--- config.mk ---
export PLATFORM = sky130hd
export DESIGN_NAME = pop_counter_bank
export DESIGN_NICKNAME = d
export VERILOG_FILES = /design/src/rtl/pop_counter_bank.sv
export SDC_FILE = /design/constraint.sdc
export NUM_CORES = 1
export LEC_CHECK = 0
export ABC_AREA = 1
export BUFFER_PORTS_ARGS = -buffer_cell sky130_fd_sc_hd__buf_2
export CAP_MARGIN = 20
export CORE_MARGIN = 2
export CORE_UTILIZATION = 30
export DETAILED_ROUTE_END_ITERATION = 12
export GPL_ROUTABILITY_DRIVEN = 0
export MAX_ROUTING_LAYER = met4
export PLACE_DENSITY_LB_ADDON = 0.12
export SLEW_MARGIN = 20
export SYNTH_ARGS = -nofsm -noshare
export SYNTH_HDL_FRONTEND = slang
export SYNTH_SLANG_ARGS = --single-unit
export TNS_END_PERCENT = 100
--- constraint.sdc ---
create_clock -name clk -period 1.8 [get_ports clk]
set_input_delay 0.18 -clock clk [delete_from_list [all_inputs] [get_ports clk]]
set_output_delay 0.18 -clock clk [all_outputs]
set_load 0.05 [all_outputs]
--- src/rtl/pop_counter_bank.sv ---
// Bank of per-channel pop counters with a one-at-a-time read port.
// Reads are gated by idle and answered with a single-cycle rd_valid pulse.
module pop_counter_bank #(
   parameter int NUM_CH        = 4,
   parameter int CNT_W         = 5,
   parameter int IDX_W         = 2,
   parameter bit SATURATE      = 1'b1,
   parameter bit CLEAR_ON_READ = 1'b0
) (
   input  logic              clk,
   input  logic              reset,
   input  logic [NUM_CH-1:0] pop,
   input  logic [NUM_CH-1:0] empty,
   input  logic              idle,
   input  logic              req,
   input  logic [IDX_W-1:0]  idx,
   input  logic              clr_all,
   output logic              rd_valid,
   output logic [CNT_W-1:0]  rd_data,
   output logic              rd_ovf,
   output logic              rd_err
);

   typedef enum logic {S_WAIT, S_HOLD} state_t;

   localparam logic [IDX_W:0] NUM_CH_L = (IDX_W + 1)'(NUM_CH);

   state_t            state, state_nxt;
   logic              capture;
   logic              idx_ok;
   logic [NUM_CH-1:0] ev;
   logic [CNT_W-1:0]  cnt [NUM_CH];
   logic [NUM_CH-1:0] ovf;
   logic [CNT_W-1:0]  sel_cnt;
   logic              sel_ovf;

   assign ev     = pop & ~empty;
   assign idx_ok = {1'b0, idx} < NUM_CH_L;

   // NOTE: every always_comb output gets a default first so no path leaves it unassigned (no latch).
   always_comb begin
      sel_cnt = '0;
      sel_ovf = 1'b0;
      for (int i = 0; i < NUM_CH; i++) begin
         if (idx == IDX_W'(i)) begin
            sel_cnt = cnt[i];
            sel_ovf = ovf[i];
         end
      end
   end

   always_comb begin
      state_nxt = state;
      capture   = 1'b0;
      unique case (state)
         S_WAIT: begin
            if (req && idle && !clr_all) begin
               capture   = 1'b1;
               state_nxt = S_HOLD;
            end
         end
         S_HOLD: begin
            if (!req) state_nxt = S_WAIT;
         end
      endcase
   end

   // NOTE: sequential state uses non-blocking assignments so every register samples pre-edge values.
   always_ff @(posedge clk) begin
      if (reset) state <= S_WAIT;
      else       state <= state_nxt;
   end

   // NOTE: the counter array is reset explicitly; a read right after reset must return zero.
   always_ff @(posedge clk) begin
      for (int i = 0; i < NUM_CH; i++) begin
         if (reset || clr_all) begin
            cnt[i] <= '0;
            ovf[i] <= 1'b0;
         end else if (CLEAR_ON_READ && capture && idx == IDX_W'(i)) begin
            // A pop landing in the read cycle becomes the fresh count, so it is not lost.
            cnt[i] <= CNT_W'(ev[i]);
            ovf[i] <= 1'b0;
         end else if (ev[i]) begin
            if (&cnt[i]) begin
               ovf[i] <= 1'b1;
               if (!SATURATE) cnt[i] <= '0;
            end else begin
               cnt[i] <= cnt[i] + 1'b1;
            end
         end
      end
   end

   always_ff @(posedge clk) begin
      if (reset) begin
         rd_valid <= 1'b0;
         rd_data  <= '0;
         rd_ovf   <= 1'b0;
         rd_err   <= 1'b0;
      end else begin
         rd_valid <= capture;
         if (capture) begin
            rd_data <= idx_ok ? sel_cnt : '0;
            rd_ovf  <= idx_ok & sel_ovf;
            rd_err  <= ~idx_ok;
         end
      end
   end

endmodule

==> metrics.cfg, run 1 <==
[power_and_ir_drop]
clkPwrFrac=0.351
p_comb_frac=0.109
vdd_drop_max_mv=0.3142
power_frac_seq=0.540
powerDensity_nw_per_um2=748.9
p_sw_mw=0.4132
internal_power_mw=1.134
swShare=0.2671
power.leakage_nw=0.8654

[timing]
setup_violations=0
finalHoldViolCount=0
period_needed_ns=1.664
slew_violations=0
grt_setup_unrepaired=false
clock.fmax_mhz=600.8
setup-tns-final_ns=0
finalCritPeriodShare=0.9247
clock_skew_ns=0.008472
worst_slack_ns=0.1355

[logic_synthesis]
synthCells=205
synth_top_area_frac=0.3308
avgSynthCellArea_um2=8.856
yosys.area.top_type=edfxtp_1
ys_top_cells_by_area=edfxtp_1 (33%), dfxtp_1 (13%), nor2_1 (7.0%)
synth_nets=228
yosysSeqAreaShare=0.4631
yosysUniqueCellTypes=20
syn_area_um2=1815
yosys_warnings=0
synth_seq_cells=32

[setup_path]
cp_data_arrival_time_ns=1.63
critPathLaunchType=flop
r2r_slack_ns=0.14
worstReg2RegEnd=cnt[2][2]$_SDFFCE_PN0P_
cp-end-kind=flop
crit_type=reg2reg
cp.required_ns=1.77
timing.critical_path.fanout_max=5
r2r-start=cnt[2][0]$_SDFFCE_PN0P_
ff2ff_path_depth=7
cp-startpoint=cnt[2][0]$_SDFFCE_PN0P_

[final_layout]
nNetsFinal=252
area_growth_pct=13.78
insertedDiodeCount=0
drive_gt1_frac=0.2435
fillers=619

[detailed_routing]
viasPerCell=4.230
wirelength_mm=3.605
ant_nets=0
wl_per_cell_um=11.82
drt_iter0_drc=33
first_pass_iters=4
vias=1290
drc=0

[clocking]
cts.htree.levels=2
cts_buffers=5
ctsHoldBuffers=0
clkLatencyLatePin_ns=0.29
post_cts.repair.setup_buffers=0
clockBufferDepth=2
cts.sinks=32
postCtsResizedCells=0
cts-root-buf=clkbuf_8
clkSlewWorstSetupHoldPaths_ns=0.07
cts_tree=done

[floorplanning]
dieWidth_um=81.79
rows=28
die_area_um2=6690
start_util=0.3085
die_h_um=81.79
core_area_um2=5886
ios=23

[flow_run]
drv_cap=0

[place]
dp_hpwl_mm=2.794
io_buffers=21
dp_slack_ns=0.1308

[outcome]
status=complete, no violations

[global_route]
overflow=0
grt_max_degree=15
grt_pass1_vias=1271
antenna_found_initial=0
grt_usage=0.1271
grt_pass1_wl_mm=6.134

[hold_path]
worst_hold_startpoint=req
hold_path_depth=3
hold-path-endpoint=state$_SDFF_PP0_
hp-class=in2reg

per-stage QoR:
| step | cell area (um2) | total power, mW | cells | util | hold slack [ns] |
|---|---|---|---|---|---|
| floorplan | 1815 | 0.9712 | 205 | - | 0.3205 |
| global placement | 1979 | 1.022 | 297 | 0.3363 | 0.4382 |
| detailed placement | 1979 | 1.023 | 297 | 0.3363 | 0.4429 |
| CTS | 2061 | 1.563 | 305 | 0.3501 | 0.1430 |
| global route | 2066 | 1.622 | 305 | 0.3510 | 0.1595 |
| finish | 2066 | 1.547 | 305 | 0.3510 | 0.1488 |
registers in the layout (all words and copies together), names as in the netlist:
register  cells
ovf           4
state         1
rd_valid      1
rd_ovf        1
cnt          20
rd_data       5
power groups by stage:
| stage | clock network (mW) | registers [mW] | logic, mW |
|---|---|---|---|
| detailed placement | 0 | 0.852 | 0.171 |
| floorplan | 0 | 0.860 | 0.111 |
| CTS | 0.556 | 0.836 | 0.171 |
| finish | 0.543 | 0.835 | 0.169 |
| global placement | 0 | 0.851 | 0.171 |
| global route | 0.587 | 0.840 | 0.195 |
layout by cell type, fill, tap and decap left out:
| master | Yosys | final |
|---|---|---|
| a21oi_1 | 7 | 7 |
| a21oi_2 | 4 | 4 |
| buf_2 | 1 | 21 |
| buf_4 | 2 | 1 |
| clkbuf_1 | 0 | 2 |
| clkbuf_8 | 0 | 5 |
| clkinv_2 | 0 | 1 |
| conb_1 | 1 | 1 |
| dfxtp_1 | 12 | 12 |
| edfxtp_1 | 20 | 20 |
| ha_1 | 8 | 8 |
| inv_1 | 30 | 30 |
| nand2_1 | 32 | 30 |
| nand2_2 | 4 | 6 |
| nand3_1 | 21 | 21 |
| nand3_4 | 4 | 4 |
| nor2_1 | 34 | 34 |
| nor2_2 | 5 | 5 |
| nor2_8 | 1 | 1 |
| nor3b_2 | 8 | 8 |
| o21ai_0 | 8 | 8 |
| or2_1 | 1 | 1 |
worst max-delay path: stages, from the launching register on:
cell,delay [ns]
edfxtp_1,0.45
ha_1,0.25
nand2_1,0.07
nor2_1,0.05
ha_1,0.17
inv_1,0.10
nand2_1,0.06
nand2_1,0.20
how the worst max path moves through the flow:
| stage | to | slack (ns) |
|---|---|---|
| after floorplan | cnt[3][0]$_SDFFCE_PN0P_ | 0.29 |
| after global placement | cnt[3][1]$_SDFFCE_PN0P_ | 0.13 |
| final | cnt[2][2]$_SDFFCE_PN0P_ | 0.14 |
| after CTS | cnt[1][4]$_SDFFCE_PN0P_ | 0.12 |
| after global routing | cnt[3][0]$_SDFFCE_PN0P_ | 0.02 |
| after detailed placement | cnt[1][2]$_SDFFCE_PN0P_ | 0.13 |
synth_stat cells, drive strengths merged:
cell    count
nor2       40
nand2      36
inv        30
nand3      25
edfxtp     20
dfxtp      12
a21oi      11
ha          8
nor3b       8
o21ai       8
buf         5
conb        1
or2         1
final cells by class:
type | instances | area (um2) | area share
flip-flops and latches | 32 | 840.8 | 0.4070
multi-input cells | 138 | 824.5 | 0.3992
repair buffers | 22 | 112.6 | 0.05451
inverters | 30 | 112.6 | 0.05451
well taps | 75 | 93.84 | 0.04543
clock buffers | 7 | 76.32 | 0.03695
clock inverters | 1 | 5.005 | 0.002423
kinds of logic (layout without fill, tap and decap cells):
kind of cell               Yosys count  count (layout)  share of synthesized area
buffers and inverters               35              60                    0.08545
adders and majority gates            8               8                    0.05514
AOI/OAI and AO/OA                   19              19                    0.06064
other                                1               1                   0.002066
DFF                                 32              32                     0.4631
and+or+nand+nor                    110             110                     0.3336
per-layer routing:
metal,GRT usage,vias to the layer above,share of wire
met3,0.03736,5,0.037
li1,-,713,-
met1,0.1572,552,0.49
met4,0.04000,0,0.014
met2,0.2000,20,0.46
met5,-,-,0
(Power assumes the default switching activity.)
==> run 2: changes to the inputs <==
Clock period 1.8 ns to 1.6 ns, I/O delays scaled along.
==> run 2 against run 1 <==
  * Via count up 5.4%
  * Largest power group unchanged
  * Critical endpoint is now cnt[3][2]$_SDFFCE_PN0P_
  * Combinational power is 31% higher
  * Die area stayed put
==> metrics.cfg, run 2 (synthesis results as in run 1) <==
[detailed_routing]
wirelength_mm=3.592  ; was 3.605 mm
ant_nets=0  ; unchanged
wl_per_cell_um=11.33  ; was 11.82 um
viasPerCell=4.290  ; was 4.230
drt_iter0_drc=40  ; was 33
drc=0  ; unchanged
first_pass_iters=4  ; unchanged
vias=1360  ; was 1290

[timing]
setup-tns-final_ns=0  ; unchanged
grt_setup_unrepaired=false  ; unchanged
finalHoldViolCount=0  ; unchanged
whs_ns=0.1347  ; was 0.1488 ns
slew_violations=0  ; unchanged
period_needed_ns=1.508  ; was 1.664 ns
clock_skew_ns=0.007947  ; was 0.008472 ns
worst_slack_ns=0.09206  ; was 0.1355 ns
setup_violations=0  ; unchanged
clock.fmax_mhz=663.2  ; was 600.8 MHz
finalCritPeriodShare=0.9425  ; was 0.9247

[final_layout]
fin_area_um2=2212  ; was 2066 um2
final_cell_mix=nor2_1 (33), inv_1 (27), nand2_1 (27), nand3_1 (21), buf_2 (21)  ; was nor2_1 (34), inv_1 (30), nand2_1 (30), nand3_1 (21), buf_2 (21)
drive_gt1_frac=0.3388  ; was 0.2435
largest_reg_flops=20  ; unchanged
fillers=614  ; was 619
layout.cells.non_filler=317  ; was 305
largest-register=cnt  ; unchanged
postLayoutCoreUtil=0.3759  ; was 0.3510
reg_top3=cnt (20), rd_data (5), ovf (4)  ; unchanged
insertedDiodeCount=0  ; unchanged
layout_commonest_cell=nor2_1  ; unchanged
area_growth_pct=21.85  ; was 13.78%
nNetsFinal=264  ; was 252

[clocking]
cts.htree.levels=2  ; unchanged
clockBufferDepth=2  ; unchanged
clkSlewWorstSetupHoldPaths_ns=0.07  ; about the same
cts.sinks=32  ; unchanged
clkLatencyLatePin_ns=0.29  ; about the same
cts_buffers=5  ; unchanged
cts_tree=done  ; unchanged
cts-root-buf=clkbuf_8  ; unchanged
ctsHoldBuffers=0  ; unchanged

[setup_path]
worstReg2RegEnd=cnt[3][2]$_SDFFCE_PN0P_  ; was cnt[2][2]$_SDFFCE_PN0P_
timing.critical_path.fanout_max=5  ; unchanged
critPathLaunchType=flop  ; unchanged
cp-end-kind=flop  ; unchanged
ff2ff_path_depth=7  ; unchanged
r2r_slack_ns=0.09  ; was 0.14 ns
r2r-start=cnt[3][0]$_SDFFCE_PN0P_  ; was cnt[2][0]$_SDFFCE_PN0P_
crit_type=reg2reg  ; unchanged
cp_data_arrival_time_ns=1.51  ; was 1.63 ns
cp.required_ns=1.60  ; was 1.77 ns

[power_and_ir_drop]
powerDensity_nw_per_um2=849.6  ; was 748.9 nW/um2
internal_power_mw=1.389  ; was 1.134 mW
p_sw_mw=0.4908  ; was 0.4132 mW
clkPwrFrac=0.385  ; was 0.351
power.leakage_nw=0.9385  ; was 0.8654 nW
p_comb_frac=0.118  ; was 0.109
power_frac_seq=0.497  ; was 0.540
finalPower_mw=1.879  ; was 1.547 mW
vdd_drop_max_mv=0.3596  ; was 0.3142 mV
swShare=0.2611  ; was 0.2671

[floorplanning]
dieWidth_um=81.79  ; unchanged
rows=28  ; unchanged
die_h_um=81.79  ; unchanged
die_area_um2=6690  ; unchanged
start_util=0.3085  ; unchanged
core_area_um2=5886  ; unchanged
ios=23  ; unchanged

[global_route]
grt_usage=0.1256  ; was 0.1271
overflow=0  ; unchanged
grt_max_degree=15  ; unchanged
grt_pass1_vias=1244  ; was 1271
antenna_found_initial=0  ; unchanged
grt_pass1_wl_mm=6.065  ; was 6.134 mm

[place]
dp_cells=305  ; was 297
placed_area_um2=2039  ; was 1979 um2
dp_slack_ns=-0.008481  ; was 0.1308 ns
io_buffers=21  ; unchanged
dp_hpwl_mm=2.750  ; was 2.794 mm

[hold_path]
hp-class=in2reg  ; unchanged
hold-path-endpoint=state$_SDFF_PP0_  ; unchanged
hold_path_depth=3  ; unchanged
worst_hold_startpoint=req  ; unchanged

[flow_run]
drv_cap=0  ; unchanged

[outcome]
status=complete, no violations  ; unchanged

[run 2: cell count changes in the layout (fill, tap and decap cells not counted), sizes merged]
| cell | previous run | this run |
|---|---|---|
| buf | 22 | 34 |
| clkbuf | 7 | 6 |
| inv | 30 | 31 |
[run 2: worst max-delay path, stage by stage, from the launching register on]
cell      delay (ns)
edfxtp_1        0.39
ha_1            0.22
nand2_1         0.08
nor2_1          0.05
ha_1            0.17
inv_1           0.10
nand2_1         0.10
nand2_4         0.12
[run 2: layout make-up]
cell class                 count  area, um2  area share
multi-input combinational    138      857.1      0.3874
sequential                    32      840.8      0.3801
timing repair buffer          34      202.7     0.09163
inverter                      30      112.6     0.05091
clock buffer                   6      93.84     0.04242
tap                           75      93.84     0.04242
clock inverter                 2      11.26    0.005091
[run 2: routing by layer]
| layer | vias to the layer above | share of wire | GRT usage |
|---|---|---|---|
| met5 | - | 0 | - |
| met4 | 0 | 0.016 | 0.05000 |
| met3 | 6 | 0.027 | 0.03626 |
| met2 | 16 | 0.43 | 0.1805 |
| met1 | 602 | 0.52 | 0.1659 |
| li1 | 736 | - | - |
[run 2: worst max-delay path by stage]
stage / from / slack (ns) / endpoint
finish: cnt[3][0]$_SDFFCE_PN0P_ / 0.09 / cnt[3][2]$_SDFFCE_PN0P_
global route: cnt[3][1]$_SDFFCE_PN0P_ / 0.01 / cnt[3][2]$_SDFFCE_PN0P_
CTS: cnt[3][0]$_SDFFCE_PN0P_ / 0.007 / cnt[3][3]$_SDFFCE_PN0P_
detailed placement: cnt[2][1]$_SDFFCE_PN0P_ / -0.008 / cnt[2][0]$_SDFFCE_PN0P_
global placement: cnt[1][1]$_SDFFCE_PN0P_ / -0.004 / cnt[1][0]$_SDFFCE_PN0P_
floorplan: cnt[3][0]$_SDFFCE_PN0P_ / 0.09 / cnt[3][0]$_SDFFCE_PN0P_
[run 2: timing repair]
| item | in CTS | in global routing |
|---|---|---|
| pin swaps | 0 | 5 |
| endpoints found under the setup margin | 10 | 27 |
| buffers inserted | 0 | 5 |
| gates resized for setup | 2 | 14 |
[run 2: power groups by stage]
stage / sequential [mW] / combinational [mW] / clock (mW)
after global placement: 0.952 / 0.210 / 0
final: 0.933 / 0.222 / 0.724
after detailed placement: 0.953 / 0.209 / 0
after floorplan: 0.967 / 0.125 / 0
after global routing: 0.938 / 0.252 / 0.784
after CTS: 0.934 / 0.211 / 0.745
